`config.mk`:
```
export PLATFORM = sky130hd
export DESIGN_NAME = stopwatch_ctrl
export DESIGN_NICKNAME = d
export VERILOG_FILES = /design/src/rtl/stopwatch_ctrl.sv
export SDC_FILE = /design/constraint.sdc
export NUM_CORES = 1
export LEC_CHECK = 0
export CAP_MARGIN = 20
export CORE_ASPECT_RATIO = 0.5
export CORE_MARGIN = 4
export CORE_UTILIZATION = 51
export DETAILED_ROUTE_END_ITERATION = 8
export HOLD_SLACK_MARGIN = 0.08
export PLACE_DENSITY = 0.75
export REMOVE_ABC_BUFFERS = 1
export SLEW_MARGIN = 20
export SYNTH_ARGS = -nofsm -noshare
export SYNTH_HDL_FRONTEND = slang
export SYNTH_SLANG_ARGS = --single-unit
```
`constraint.sdc`:
```
create_clock -name i_clk -period 1.9 [get_ports i_clk]
set_clock_uncertainty 0.2 [all_clocks]
set_input_delay 0.19 -clock i_clk [delete_from_list [all_inputs] [get_ports i_clk]]
set_output_delay 0.19 -clock i_clk [all_outputs]
set_load 0.03 [all_outputs]
```
`src/rtl/stopwatch_ctrl.sv`:
```
// Stopwatch controller: BCD mm:ss.cc live count, lap freeze register and a
// run/pause/lap/clear state machine. Every output comes straight from a flop.
module stopwatch_ctrl #(
  parameter bit WRAP_EN = 1'b1
) (
  input  logic       i_clk,
  input  logic       i_rst_n,
  input  logic       i_tick,
  input  logic       i_start_stop,
  input  logic       i_lap,
  input  logic       i_clear,
  output logic [7:0] o_disp_cs,
  output logic [7:0] o_disp_sec,
  output logic [7:0] o_disp_min,
  output logic [1:0] o_state,
  output logic       o_running,
  output logic       o_overflow
);

  typedef enum logic [1:0] {
    S_IDLE   = 2'd0,
    S_RUN    = 2'd1,
    S_PAUSED = 2'd2,
    S_LAP    = 2'd3
  } state_e;

  typedef struct packed {
    logic [7:0] min;
    logic [7:0] sec;
    logic [7:0] cs;
  } bcd_time_t;

  localparam bcd_time_t TIME_MAX = 24'h59_59_99;

  state_e    state_q,    state_d;
  bcd_time_t live_q,     live_d;
  bcd_time_t lap_q,      lap_d;
  bcd_time_t disp_q,     disp_d;
  logic      overflow_q, overflow_d;
  logic      running_q,  running_d;
  logic      count_en;
  logic      clear_ok;
  logic      lap_ok;

  // Two-digit BCD increment that rolls over to 00 after {tens_max, 9}.
  function automatic logic [7:0] bcd_inc(input logic [7:0] v, input logic [3:0] tens_max);
    if (v[3:0] != 4'd9) return {v[7:4], v[3:0] + 4'd1};
    if (v[7:4] == tens_max) return 8'h00;
    return {v[7:4] + 4'd1, 4'h0};
  endfunction

  function automatic bcd_time_t time_inc(input bcd_time_t t);
    bcd_time_t r;
    r    = t;
    r.cs = bcd_inc(t.cs, 4'd9);
    if (t.cs == 8'h99) begin
      r.sec = bcd_inc(t.sec, 4'd5);
      if (t.sec == 8'h59) r.min = bcd_inc(t.min, 4'd5);
    end
    return r;
  endfunction

  always_comb begin
    // NOTE: every signal written here gets a default first, so no path can leave a latch.
    state_d    = state_q;
    live_d     = live_q;
    lap_d      = lap_q;
    overflow_d = overflow_q;

    // Ticks count against the state held before this edge, so a tick that
    // arrives with the command leaving RUN still counts and one entering RUN does not.
    count_en = i_tick && (state_q == S_RUN || state_q == S_LAP);
    clear_ok = i_clear && (state_q == S_IDLE || state_q == S_PAUSED);
    lap_ok   = i_lap && (state_q == S_RUN || state_q == S_LAP);

    if (count_en) begin
      if (live_q == TIME_MAX) begin
        overflow_d = 1'b1;
        if (WRAP_EN) live_d = '0;
        else         live_d = TIME_MAX;
      end else begin
        live_d = time_inc(live_q);
      end
    end

    if (clear_ok) begin
      state_d    = S_IDLE;
      live_d     = '0;
      lap_d      = '0;
      overflow_d = 1'b0;
    end else if (i_start_stop) begin
      case (state_q)
        S_IDLE, S_PAUSED: state_d = S_RUN;
        default:          state_d = S_PAUSED;
      endcase
    end else if (lap_ok) begin
      if (state_q == S_RUN) begin
        state_d = S_LAP;
        lap_d   = live_q;
      end else begin
        state_d = S_RUN;
      end
    end

    running_d = (state_d == S_RUN) || (state_d == S_LAP);
    disp_d    = (state_d == S_LAP) ? lap_d : live_d;
  end

  always_ff @(posedge i_clk) begin
    // NOTE: non-blocking so every flop samples the pre-edge values of the others.
    if (!i_rst_n) begin
      state_q    <= S_IDLE;
      live_q     <= '0;
      lap_q      <= '0;
      disp_q     <= '0;
      overflow_q <= 1'b0;
      running_q  <= 1'b0;
    end else begin
      state_q    <= state_d;
      live_q     <= live_d;
      lap_q      <= lap_d;
      disp_q     <= disp_d;
      overflow_q <= overflow_d;
      running_q  <= running_d;
    end
  end

  assign o_disp_cs  = disp_q.cs;
  assign o_disp_sec = disp_q.sec;
  assign o_disp_min = disp_q.min;
  assign o_state    = state_q;
  assign o_running  = running_q;
  assign o_overflow = overflow_q;

endmodule

```
==> impl_results.md <==
- Routed wire length: 11630 microns
- Power density over the cells: 664.9 nW/um^2
- Area fraction in and, or, nand and nor cells after synthesis: 23.51%
- Maximum clock insertion buffer count: 2
- Worst min-delay path category: flop to flop
- Weighted congestion at the end of routability-driven global placement: 0.8913
- Cell-by-cell listing of the critical path: inv_2 -> ha_4 -> nand3b_1 -> buf_6 -> nor4_4 -> buf_4 -> nand2_2 -> o211ai_1 -> and2_1
- Min Tclk post-route: 2.071 ns
- Initial antenna violation count: 0
- Critical register-to-register path endpoint: live_q[14]
- Static leakage power: 2.142 nW
- Number of vias in the routed layout: 3445
- Max-cap violations: 0
- Kind of end point of the critical path: flop
- Cell Count, Final, Fillers Out: 587
- Routed length per instance: 19.81 microns
- Number of unique standard cell types used by synthesis: 52
- Global-route wire length before repair: 16370 microns
- Number of standard cells after synthesis: 369
- Setup-failing EPs final: 24
- Placed instance count: 550
- DRC Markers: 0
- RSZ-0062 raised after global routing: true
- Number of cells on the worst hold path: 1
- Top layer in use: met4
- Violated checks: negative setup slack
- Final number of max-transition violations: 0
- Number of antenna repair diodes: 0
- Syn_area_per_cell: 9.243 sq um
- Floorplan die height: 65.83 microns
- Type of the worst setup path: flop to flop
- Worst Path Required: 1.98 ns
- Number of storage elements in the synthesis netlist: 75
- Total length of routed met3 wires: 965 microns
- Data arrival time of the worst path: 2.15 ns
- Number of nets in the layout: 512
- Peak ir drop on the vdd network: 0.0006369 V
- Final critical-path share of the clock period: 109.0%
- Ratio of cells with drive above 1 in the final layout: 35.47%
- Dominant combinational cell family by area after synthesis: simple AND/OR/NAND/NOR gates
- Area growth from synthesis to layout: 48.94%
- Reg-to-reg setup timing slack: -0.17 ns
- Asr flop ratio synth: 0%
- Origin of the worst min-delay path: o_overflow
- Multiplexer share of the synthesized area: 10.31%
- Endpoint of the worst hold path: o_overflow
- Final count of hold timing violations: 0
- Count of warnings emitted by yosys: 0
- Critical path buffer and inverter count: 3
- Number of flops mapped to enable cells by yosys: 0
- Number of cell rows: 20
- Final worst setup slack: -0.1711 ns
- Logic depth of the worst setup path including buffers: 9
- Post-route antenna net violation count: 0
- GRT Util Overall: 26.83%
- Post-Synth XOR/XNOR Area: 0.5136%
- Starting utilization of the core area: 54.30%
- Synthesized-area fraction occupied by ao, oa, aoi and oai cells: 12.66%
- Floorplan die area: 8139 sq um
- Category of cells accounting for the largest share of critical-path delay: simple AND/OR/NAND/NOR gates
- TritonCTS Sinks: 75
- Width of the die: 123.7 microns
- H-tree levels: 3
- CTS buffer count: 9
- Number of optimization iterations in the first detailed-route pass: 5
- Congestion Overflow GR: 0
- Crit path launch type: flop
- Proportion of synthesized chip area in sequential cells: 44.02%
- Final design utilization: 80.88%
- Met2 wire length: 5434 microns
- Wire length the detailed router placed on met1: 4672 microns
- Path depth of the worst reg2reg path: 9
- Pin count of the biggest net entering global routing: 25
- Top fanout value on the critical path: 4
- Netlist area before placement: 3411 sq um
- Reg-to-Reg Start: live_q[9]
- Cell with the largest stage delay on the worst path: dfxtp_2
- Clk Latency, worst-skew pair: 0.35 ns
- # hold bufs at CTS: 0
- Worst slew margin: 63.13%
- # port buffers: 33
- Critical path's largest stage delay: 0.33 ns
- Vias per cell: 5.869
- Via count of the first global-routing pass: 3350
- Clk slew on worst S/H paths: 0.06 ns
- Number of primary I/O pins: 34
- Clock Tree Root: clkbuf_16
- Clock tree from TritonCTS: yes
- Highest clock frequency the design can meet: 482.8 MHz
- Core footprint: 6281 sq um
- Count of routing violations after the opening detailed-route iteration: 370
- Slew of the pin with the lowest slew margin: 0.5510 ns
- Ys flop type: dfxtp_1
- Half-perimeter wire length after placement: 6427 microns
- Adder-Cell Fraction of Synth Area: 4.402%
- Result of the run: finished with violations
layout make-up:
type	instances	area, sq um
Inverter	7	26.28
Clock buffer	14	264.0
Sequential cell	75	1511
Fill cell	335	1201
Tap cell	88	110.1
Multi-Input combinational cell	263	1991
Timing Repair Buffer	138	1167
Clock inverter	2	10.01
how the worst max path moves through the flow:
stage	to	from
2_1_floorplan	o_disp_sec[4]	o_running
3_3_place_gp	o_disp_min[0]	i_tick
3_5_place_dp	o_disp_min[3]	i_lap
4_1_cts	o_disp_sec[7]	live_q[5]
5_1_grt	live_q[14]	live_q[9]
6_report	live_q[14]	live_q[9]
kinds of logic (layout without fill, tap and decap cells):
family	count (synthesis)	in the layout
xor+xnor	2	2
fa+ha+maj	12	12
buf+inv	31	161
simple gates	152	152
flops	75	75
mux	35	35
compound gates	62	62
cells in the final DEF (no fill, tap or decap), types with 4 or more instances in the layout:
| cell | Yosys | final |
|---|---|---|
| buf_4 | 7 | 96 |
| dfxtp_1 | 75 | 67 |
| nor2_1 | 56 | 52 |
| clkdlybuf4s50_1 | 0 | 31 |
| mux2i_1 | 34 | 28 |
| nand2_1 | 26 | 23 |
| a21oi_1 | 14 | 12 |
| and2_1 | 15 | 12 |
| nand4_1 | 9 | 9 |
| ha_1 | 12 | 9 |
| clkbuf_16 | 0 | 9 |
| dfxtp_2 | 0 | 8 |
| nand3_1 | 9 | 7 |
| o22ai_1 | 7 | 7 |
| buf_6 | 1 | 7 |
| o21ai_0 | 12 | 6 |
| nand3b_1 | 5 | 5 |
| o211a_1 | 5 | 5 |
| inv_1 | 7 | 4 |
| mux2i_2 | 0 | 4 |
| nor2b_1 | 4 | 4 |
| and3b_2 | 1 | 4 |
| o21ai_1 | 0 | 4 |
| nor3_1 | 8 | 4 |
metrics by stage:
step / cell area [sq um] / setup slack, ns / setup TNS, ns / hold slack (ns) / power [mW]
2_1_floorplan: 3281 / -0.6121 / -27.05 / 0.1117 / 1.695
3_3_place_gp: 4377 / -0.1921 / -3.906 / 0.2517 / 1.791
3_5_place_dp: 4377 / -0.2531 / -6.215 / 0.2755 / 1.796
4_1_cts: 4826 / -0.03903 / -0.1385 / 0.2879 / 3.343
5_1_grt: 5080 / -0.2694 / -3.161 / 0.3190 / 3.464
6_report: 5080 / -0.1711 / -1.221 / 0.2920 / 3.378
timing repair:
| action | 4_1_cts | 5_1_grt |
|---|---|---|
| setup buffers | 10 | 12 |
| setup endpoints to repair | 33 | 37 |
| cloned | 0 | 0 |
| resized for setup | 35 | 44 |
| pin swaps | 11 | 33 |
cell usage after synthesis (4+ instances only):
| cell | n | area, sq um |
|---|---|---|
| and3b_1 | 5 | 43.79 |
| inv_1 | 7 | 26.28 |
| nand3b_1 | 5 | 37.54 |
| o22ai_1 | 7 | 43.79 |
| nor2b_1 | 4 | 25.02 |
| mux2i_1 | 34 | 340.3 |
| o21ai_0 | 12 | 60.06 |
| buf_2 | 5 | 25.02 |
| a21oi_1 | 14 | 70.07 |
| nor3_1 | 8 | 40.04 |
| nand4_1 | 9 | 56.30 |
| and2_1 | 15 | 93.84 |
| buf_4 | 7 | 52.55 |
| nand2_1 | 26 | 97.59 |
| clkbuf_1 | 11 | 41.29 |
| nor2_1 | 56 | 210.2 |
| ha_1 | 12 | 150.1 |
| nand3_1 | 9 | 45.04 |
| o211a_1 | 5 | 50.05 |
| dfxtp_1 | 75 | 1501 |
routing by layer:
layer  global-route usage, %  vias to the layer above
li1                        -                     1541
met1                   31.87                     1648
met2                   43.58                      199
met3                   8.462                       57
met4                   14.34                        0
met5                       0                        -
flip-flops by register name, indices dropped and copies added (netlist names):
name,count
o_disp_min,8
o_disp_cs,8
o_running,1
o_overflow,1
live_q,24
lap_q,24
o_disp_sec,8
o_state,1
power breakdown:
part / switching [mW] / internal (mW)
logic: 0.120 / 0.0772
registers: 0.00467 / 1.58
clock network: 0.644 / 0.952
total: 0.769 / 2.61
worst reg2reg max path: cells and delay by family (launching register included):
family,cells,cell delay (ns)
DFF,1,0.33
AOI/OAI and AO/OA,1,0.24
adders and majority gates,1,0.17
buffers and inverters,3,0.43
and+or+nand+nor,4,0.63
No activity file was read; power rests on OpenSTA's default activity.
